## src/rtl/keypad_scanner.sv

```systemverilog
// 4x4 matrix keypad scanner: rotates an active-low row drive, debounces press
// and release of a single key, and strobes its hex code once per press.
module keypad_scanner #(
  parameter int SCAN_DIV        = 4,
  parameter int DEBOUNCE_CYCLES = 8
) (
  input  logic       clk,
  input  logic       reset,
  input  logic [3:0] col,
  output logic [3:0] row,
  output logic [3:0] key_code,
  output logic       key_valid,
  output logic       key_held
);
  localparam int DW = $clog2(SCAN_DIV);
  localparam int CW = $clog2(DEBOUNCE_CYCLES);
  localparam logic [DW-1:0] DWELL_LAST = DW'(SCAN_DIV - 1);
  localparam logic [CW-1:0] PRESS_LAST = CW'(DEBOUNCE_CYCLES - 1);
  // The HELD cycle that first sees the key up is the first of the release run.
  localparam logic [CW-1:0] REL_LAST   = CW'(DEBOUNCE_CYCLES - 2);

  typedef enum logic [1:0] {SCAN, PRESS_DB, HELD, RELEASE_DB} state_t;

  state_t        state;
  logic [1:0]    row_idx, col_idx;
  logic [DW-1:0] dwell;
  logic [CW-1:0] db_cnt;
  logic          one_low, key_only, key_up;

  function automatic logic [1:0] low_idx(input logic [3:0] c);
    low_idx = 2'd0;
    for (int i = 3; i >= 0; i--)
      if (!c[i]) low_idx = 2'(i);
  endfunction

  function automatic logic [3:0] key_map(input logic [1:0] r, input logic [1:0] c);
    key_map = 4'h0;
    case ({r, c})
      4'h0: key_map = 4'h1;
      4'h1: key_map = 4'h2;
      4'h2: key_map = 4'h3;
      4'h3: key_map = 4'hA;
      4'h4: key_map = 4'h4;
      4'h5: key_map = 4'h5;
      4'h6: key_map = 4'h6;
      4'h7: key_map = 4'hB;
      4'h8: key_map = 4'h7;
      4'h9: key_map = 4'h8;
      4'hA: key_map = 4'h9;
      4'hB: key_map = 4'hC;
      4'hC: key_map = 4'hE;
      4'hD: key_map = 4'h0;
      4'hE: key_map = 4'hF;
      4'hF: key_map = 4'hD;
      default: key_map = 4'h0;
    endcase
  endfunction

  assign one_low  = ($countones(~col) == 1);
  assign key_only = (col == ~(4'b0001 << col_idx));
  assign key_up   = col[col_idx];

  always_ff @(posedge clk or posedge reset) begin
    if (reset) begin
      state     <= SCAN;
      row       <= 4'b1110;
      row_idx   <= 2'd0;
      col_idx   <= 2'd0;
      dwell     <= '0;
      db_cnt    <= '0;
      key_code  <= 4'h0;
      key_valid <= 1'b0;
      key_held  <= 1'b0;
    end else begin
      key_valid <= 1'b0;
      case (state)
        SCAN: begin
          if (dwell == DWELL_LAST) begin
            if (one_low) begin
              col_idx <= low_idx(col);
              db_cnt  <= '0;
              state   <= PRESS_DB;
            end else begin
              row     <= {row[2:0], row[3]};
              row_idx <= row_idx + 2'd1;
              dwell   <= '0;
            end
          end else begin
            dwell <= dwell + 1'b1;
          end
        end
        PRESS_DB: begin
          if (key_only) begin
            if (db_cnt == PRESS_LAST) begin
              key_code  <= key_map(row_idx, col_idx);
              key_valid <= 1'b1;
              key_held  <= 1'b1;
              state     <= HELD;
            end else begin
              db_cnt <= db_cnt + 1'b1;
            end
          end else begin
            row     <= {row[2:0], row[3]};
            row_idx <= row_idx + 2'd1;
            dwell   <= '0;
            state   <= SCAN;
          end
        end
        HELD: begin
          // Only the latched column matters here; other keys are ignored.
          if (key_up) begin
            db_cnt <= '0;
            state  <= RELEASE_DB;
          end
        end
        RELEASE_DB: begin
          if (key_up) begin
            if (db_cnt == REL_LAST) begin
              key_held <= 1'b0;
              row      <= {row[2:0], row[3]};
              row_idx  <= row_idx + 2'd1;
              dwell    <= '0;
              state    <= SCAN;
            end else begin
              db_cnt <= db_cnt + 1'b1;
            end
          end else begin
            db_cnt <= '0;
            state  <= HELD;
          end
        end
        default: state <= SCAN;
      endcase
    end
  end
endmodule

```

## config.mk

```make
export PLATFORM = sky130hd
export DESIGN_NAME = keypad_scanner
export DESIGN_NICKNAME = d
export VERILOG_FILES = /design/src/rtl/keypad_scanner.sv
export SDC_FILE = /design/constraint.sdc
export NUM_CORES = 1
export LEC_CHECK = 0
export ABC_AREA = 0
export CAP_MARGIN = 10
export CORE_MARGIN = 3
export CORE_UTILIZATION = 54
export CTS_CLUSTER_DIAMETER = 80
export DETAILED_ROUTE_END_ITERATION = 6
export HOLD_SLACK_MARGIN = 0.12
export PLACE_DENSITY = 0.78
export SYNTH_ARGS = -nofsm -noshare
export SYNTH_HDL_FRONTEND = slang
export SYNTH_SLANG_ARGS = --single-unit
export TNS_END_PERCENT = 100
```

## constraint.sdc

```tcl
create_clock -name clk -period 2.93 [get_ports clk]
set_input_delay 0.7325 -clock clk [delete_from_list [all_inputs] [get_ports clk]]
set_output_delay 0.7325 -clock clk [all_outputs]
set_load 0.005 [all_outputs]
```

==> flow_summary_export.csv, run 1 <==
group,metric,value,unit
run_status,status,"finished, final reports clean",
die,die_h,54.71,µm
die,num_rows,17,
critical_path,worstPathArrival,2960,ps
clock_tree,clockBufferDepth,2,
pwr,combPwrFrac,43.9,%
pwr,clock_power_share,14.6,%
timing,max-slew-margin-rel,45.25,%
synthesis,postSynthAreaPerCell,10.01,µm²
synthesis,synth_most_common_cell,"dfrtp_1",
pwr,p_int,0.6243,mW
placement,dp_cells,174,
route,drt_iter0_drc,8,
pwr,p_sw,0.3877,mW
synthesis,netlist_instances,128,
layout,drive_gt1_share,21.05,%
synthesis,ys_top_cells_by_area,"dfrtp_1 (35%), ha_1 (12%), dfstp_2 (6.2%)",
route,vias,963,
critical_path,cp-end-kind,"flip-flop",
synthesis,yosys.area.top_type,"dfrtp_1",
grt,grt_first_pass_wirelength,4133,µm
layout,nFillCells,184,
route,drc,0,
grt,grt_max_degree,22,
die,dieArea,0.002993,mm²
clock_tree,insertion_delay,310,ps
layout,diodes,0,
critical_path,required,3140,ps
die,start_util,57.37,%
layout,syn_to_final_growth,24.71,%
route,ant_nets,0,
clock_tree,cts_root_buf,"clkbuf_4",
synthesis,synth.yosys.seq_area_share,41.31,%
placement,io_buffers,15,
pwr,p_leak,0.7664,nW
pwr,finalPower,1.012,mW
timing,period_minus_slack,2741,ps
die,io_pins,16,
pwr,pwr-share-seq,41.6,%
job,maxCapViolCount,0,
route,via_per_inst,5.350,
clock_tree,cts_tree,"done",
synthesis,synth_edf_count,0,
die,die_w,54.71,µm
pwr,swShare,38.31,%
synthesis,syn_area,0.001281,mm²
timing,hold_violations,0,
layout,stdcell_count,180,
synthesis,synthArstFlopShare,100.0,%
timing,finalSetupTns,0,ps
synthesis,yosys_warnings,0,
route,drtPass1Iterations,3,
synthesis,synth_common_cells,"dfrtp_1 (18), nand2_1 (17), inv_1 (13)",
layout,fin_nets,172,
pwr,p_per_area,633.4,mW/mm²
clock_tree,numCtsBuffers,3,
placement,place_congestion,0.8218,
critical_path,crit_type,"in -> reg",
route,routedWlPerCell,14.18,µm
grt,antenna_found_initial,0,
grt,grt_pass1_vias,909,
clock_tree,cts_hold_buffers,0,
die,coreArea,0.002233,mm²
timing,rsz0062_at_grt,"no",
critical_path,start_kind,"primary input",
clock_tree,cts_max_level,1,
grt,overflow,0,
route,wl,2553,µm
critical_path,ff2ff_path_depth,7,
layout,stdcell_area,0.001598,mm²
placement,dp_hpwl,1932,µm
timing,report.final.setup_viol,0,
synthesis,yosysUniqueCellTypes,34,
timing,slew_violations,0,
clock_tree,clk_pin_slew,130,ps
clock_tree,cts.sinks,21,
synthesis,synth_fp_nets,147,
critical_path,crit_fanout,3,
placement,post_dp_cell_area,0.001500,mm²
synthesis,synth-main-ff-cell,"dfrtp_1",
timing,finClkSkew,8.118,ps
timing,tightest_slew,820.3,ps
worst_hold_path,hold_path_depth,2,
synthesis,yosysTopAreaCellShare,35.16,%
grt,track_usage,19.65,%
pwr,peakVddDrop,0.4498,mV
timing,max_freq,364.8,MHz
synthesis,synth-seq-cells,21,
worst_hold_path,hold_class,"reg -> reg",
timing,fin_crit_sh,93.55,%
-- final timing paths --
check                                       start                endpoint  slack (ps)
max in group asynchronous                   reset    state[0]$_DFFE_PP0P_        1560
max reg2reg                col_idx[0]$_DFFE_PP0P_      row[0]$_DFFE_PP0P_         750
min                          key_held$_DFFE_PP0P_    key_held$_DFFE_PP0P_         490
min in group asynchronous                   reset  row_idx[0]$_DFFE_PP0P_         860
max                                        col[1]   db_cnt[2]$_DFFE_PP0P_         190
min reg2reg                  key_held$_DFFE_PP0P_    key_held$_DFFE_PP0P_         490
-- cells in the final DEF (no fill, tap or decap), types with 2 or more instances in the layout --
master / netlist / layout
clkdlybuf4s50_1: 0 / 12
dlygate4sd2_1: 0 / 3
ha_1: 12 / 10
nand2_1: 17 / 17
xor2_1: 5 / 5
nand3_1: 2 / 2
inv_1: 13 / 12
and2_1: 2 / 2
mux2_2: 4 / 4
clkbuf_4: 0 / 3
o21ai_0: 12 / 12
buf_4: 0 / 7
dfrtp_1: 18 / 18
nor2b_1: 2 / 2
nor2_1: 6 / 6
dfstp_2: 3 / 3
mux4_2: 2 / 2
mux2_4: 0 / 3
a21oi_1: 6 / 6
-- routing by layer --
metal  wire (µm)  up-vias  GRT usage [%]
li1            -      487              -
met5           0        -              0
met2        1286        5          32.48
met1        1205      467          25.38
met3          36        4          3.270
met4          25        0          7.469
-- layout make-up --
cell class	instances	area (µm²)	share of cell area, %
clock buffer	3	22.52	1.410
sequential	21	529.3	33.12
tap	28	35.03	2.193
multi-input combinational	91	747.0	46.75
clock inverter	1	5.005	0.3132
inverter	13	48.80	3.054
timing repair buffer	23	210.2	13.16
-- stage by stage --
stage | setup slack, ps | util [%] | hold slack, ps
finish | 189.1 | 71.54 | 489.8
global placement | -532.4 | 67.17 | 464.2
CTS | 182.5 | 71.54 | 493.2
floorplan | 21.14 | - | 469.0
global route | 58.02 | 71.54 | 505.5
detailed placement | -644.1 | 67.17 | 463.3
-- power groups by stage --
stage	combinational, mW	sequential, mW	clock [mW]
after floorplan	0.331	0.380	0
after global placement	0.356	0.417	0
after detailed placement	0.382	0.423	0
after CTS	0.445	0.418	0.148
after global routing	0.493	0.431	0.164
final	0.444	0.421	0.148
-- sequential cells by signal, summed over array words and instances (netlist names) --
register   count
state          2
row            4
key_valid      1
row_idx        2
db_cnt         3
key_held       1
key_code       4
col_idx        2
dwell          2
-- cells by family after synthesis --
group,share of synthesized area [%]
flip-flops,41.31
AO/OA/AOI/OAI,10.74
buffers and inverters,4.688
AND/OR/NAND/NOR,15.43
XOR/XNOR,4.102
adder cells (fa/ha/maj),13.28
multiplexers,10.45
-- critical path, cell delays in order --
cell           delay, ps
dlygate4sd2_1        210
inv_1                 60
fa_1                 480
ha_2                 220
ha_4                 270
nor4b_4               50
and2_1               160
or3_1                350
nand3_2              120
mux2_4               310
-- timing repair --
item                                    4_1_cts  5_1_grt
endpoints found under the setup margin       14        0
gates resized for setup                      14        0
buffers inserted                              2        0
(Power assumes the default switching activity.)
==> inputs of run 2 (changes only) <==
Settings changed: SLEW_MARGIN set to 10.
==> results of run 2 <==
No change in the layout: final DEF, timing and power equal those of run 1.
==> inputs of run 3 (changes only) <==
Settings changed: CORE_MARGIN 3 to 5.
==> run 3 against run 2 <==
Net effect:
- global-route usage fell by 1.9 points
- clock-buffer cell count stayed put
- via count is 3.0% higher
- combinational power is 2% higher
- cell count rose by 2.2%
- die area grew 15%
- clock skew shrank 3.4 ps
- routed wire length is 1.7% higher
- first-iteration DRC count rose by 50%
- flip-flop and latch count is the same
- worst setup slack lost 30 ps
==> flow_summary_export.csv, run 3 (same netlist as run 1, synthesis figures left out) <==
group,metric,value,unit
die,num_rows,17,
grt,overflow,0,
critical_path,cp-end-kind,"flip-flop",
layout,nFillCells,157,
placement,place_congestion,0.8465,
timing,report.final.setup_viol,0,
layout,layout_common_cells,"dfrtp_1 (18), nand2_1 (17)",
critical_path,required,3130,ps
route,via_per_inst,5.391,
die,die_w,58.71,µm
critical_path,worstPathArrival,2970,ps
timing,hold_violations,0,
grt,grt_pass1_vias,1003,
die,dieArea,0.003447,mm²
critical_path,path_buf_inv,2,
timing,max_freq,360.9,MHz
worst_hold_path,hold_class,"reg -> reg",
die,die_h,58.71,µm
layout,reg_top3,"key_code (4), row (4), db_cnt (3)",
pwr,p_leak,0.7848,nW
timing,period_minus_slack,2771,ps
route,wl,2596,µm
timing,fin_crit_sh,94.58,%
route,ant_nets,0,
grt,antenna_found_initial,0,
clock_tree,cts.sinks,21,
critical_path,path_cells,"dlygate4sd2_1 > inv_1 > fa_1 > ha_2 > ha_4 > nor4b_4 > and2_1 > or3_1 > nand3_2 > mux2_4",
critical_path,crit_type,"in -> reg",
pwr,clock_power_share,13.7,%
route,vias,992,
pwr,p_per_area,620.3,mW/mm²
grt,track_usage,17.70,%
clock_tree,cts_root_buf,"clkbuf_4",
placement,io_buffers,15,
grt,grt_first_pass_wirelength,4616,µm
die,coreArea,0.002233,mm²
die,io_pins,16,
route,drt_iter0_drc,12,
clock_tree,clk_pin_slew,120,ps
timing,max-slew-margin-rel,48.72,%
pwr,peakVddDrop,0.5826,mV
critical_path,crit_slowest_cell,"fa_1",
timing,slew_violations,0,
die,start_util,57.37,%
pwr,combPwrFrac,44.9,%
grt,grt_max_degree,22,
pwr,p_sw,0.3762,mW
layout,diodes,0,
layout,drive_gt1_share,23.08,%
layout,syn_to_final_growth,26.76,%
critical_path,cp_top_family,"adder cells",
job,maxCapViolCount,0,
layout,final_common_cell,"dfrtp_1",
timing,fin_hold_ws,491.6,ps
timing,tightest_slew,768.4,ps
route,drtPass1Iterations,4,
layout,fin_nets,176,
timing,finClkSkew,4.737,ps
route,drc,0,
clock_tree,insertion_delay,300,ps
clock_tree,cts_tree,"done",
timing,rsz0062_at_grt,"no",
route,routedWlPerCell,14.11,µm
critical_path,start_kind,"primary input",
run_status,status,"finished, final reports clean",
pwr,p_int,0.6312,mW
pwr,pwr-share-seq,41.4,%
placement,dpl_worst_slack,-616.4,ps
critical_path,crit_fanout,3,
critical_path,critical_path.max_stage_delay,480,ps
placement,dp_hpwl,1992,µm
clock_tree,cts_max_level,1,
clock_tree,cts_hold_buffers,0,
pwr,swShare,37.34,%
clock_tree,numCtsBuffers,3,
clock_tree,clockBufferDepth,2,
timing,fin_ws,158.8,ps
## run 3: layout make-up
cell class	instances	area, µm²	share of cell area, %
flip-flops and latches	21	529.3	32.59
clock inverters	1	5.005	0.3082
clock buffers	3	22.52	1.387
multi-input cells	91	747.0	45.99
inverters	13	48.80	3.005
repair buffers	27	236.5	14.56
well taps	28	35.03	2.157
## run 3: what timing repair did
item / 4_1_cts / 5_1_grt
gates resized for setup: 13 / 0
setup buffers: 2 / 0
endpoints found under the setup margin: 13 / 0
## run 3: per-layer routing
layer  part of all wire, %  up-vias  wire, µm  track usage, %
li1                      -      494         -               -
met1                    44      470      1147           22.92
met5                     0        -         0               0
met2                    51       22      1316           29.82
met4                   2.3        0        61           6.472
met3                   2.7        6        71           2.851
## run 3: power by group through the flow
| stage | Clock, mW | Sequential (mW) | Combinational, mW |
|---|---|---|---|
| 2_1_floorplan | 0 | 0.380 | 0.331 |
| 3_3_place_gp | 0 | 0.416 | 0.373 |
| 3_5_place_dp | 0 | 0.422 | 0.396 |
| 4_1_cts | 0.141 | 0.417 | 0.456 |
| 5_1_grt | 0.157 | 0.428 | 0.520 |
| 6_report | 0.138 | 0.417 | 0.452 |
## run 3: worst paths after layout
check | startpoint | end | slack [ps] | depth (start not counted)
worst max-delay path | col[1] | db_cnt[0]$_DFFE_PP0P_ | 160 | 10
worst min-delay path | key_held$_DFFE_PP0P_ | key_held$_DFFE_PP0P_ | 490 | 2
worst max register to register | col_idx[0]$_DFFE_PP0P_ | key_code[2]$_DFFE_PP0P_ | 770 | 7
worst min register to register | key_held$_DFFE_PP0P_ | key_held$_DFFE_PP0P_ | 490 | 2
max in group asynchronous | reset | key_code[0]$_DFFE_PP0P_ | 1600 | 2
min in group asynchronous | reset | state[1]$_DFFE_PP0P_ | 860 | 2
## run 3: through the flow
stage	setup TNS [ps]	cell area, µm²	instances	power [mW]	util, %
2_1_floorplan	0	1281	128	0.7105	-
3_3_place_gp	-5409	1530	178	0.7891	68.52
3_5_place_dp	-6211	1530	178	0.8187	68.52
4_1_cts	0	1624	184	1.013	72.72
5_1_grt	0	1624	184	1.105	72.72
6_report	0	1624	184	1.007	72.72
## run 3: worst register-to-register path, delay by kind of cell (launching register included)
| kind | cells | cell delay [ps] |
|---|---|---|
| DFF | 1 | 490 |
| buffers and inverters | 1 | 150 |
| xor gates and xnor gates | 1 | 190 |
| and+or+nand+nor | 3 | 880 |
| AOI/OAI and AO/OA | 1 | 90 |
| adders and majority gates | 1 | 230 |
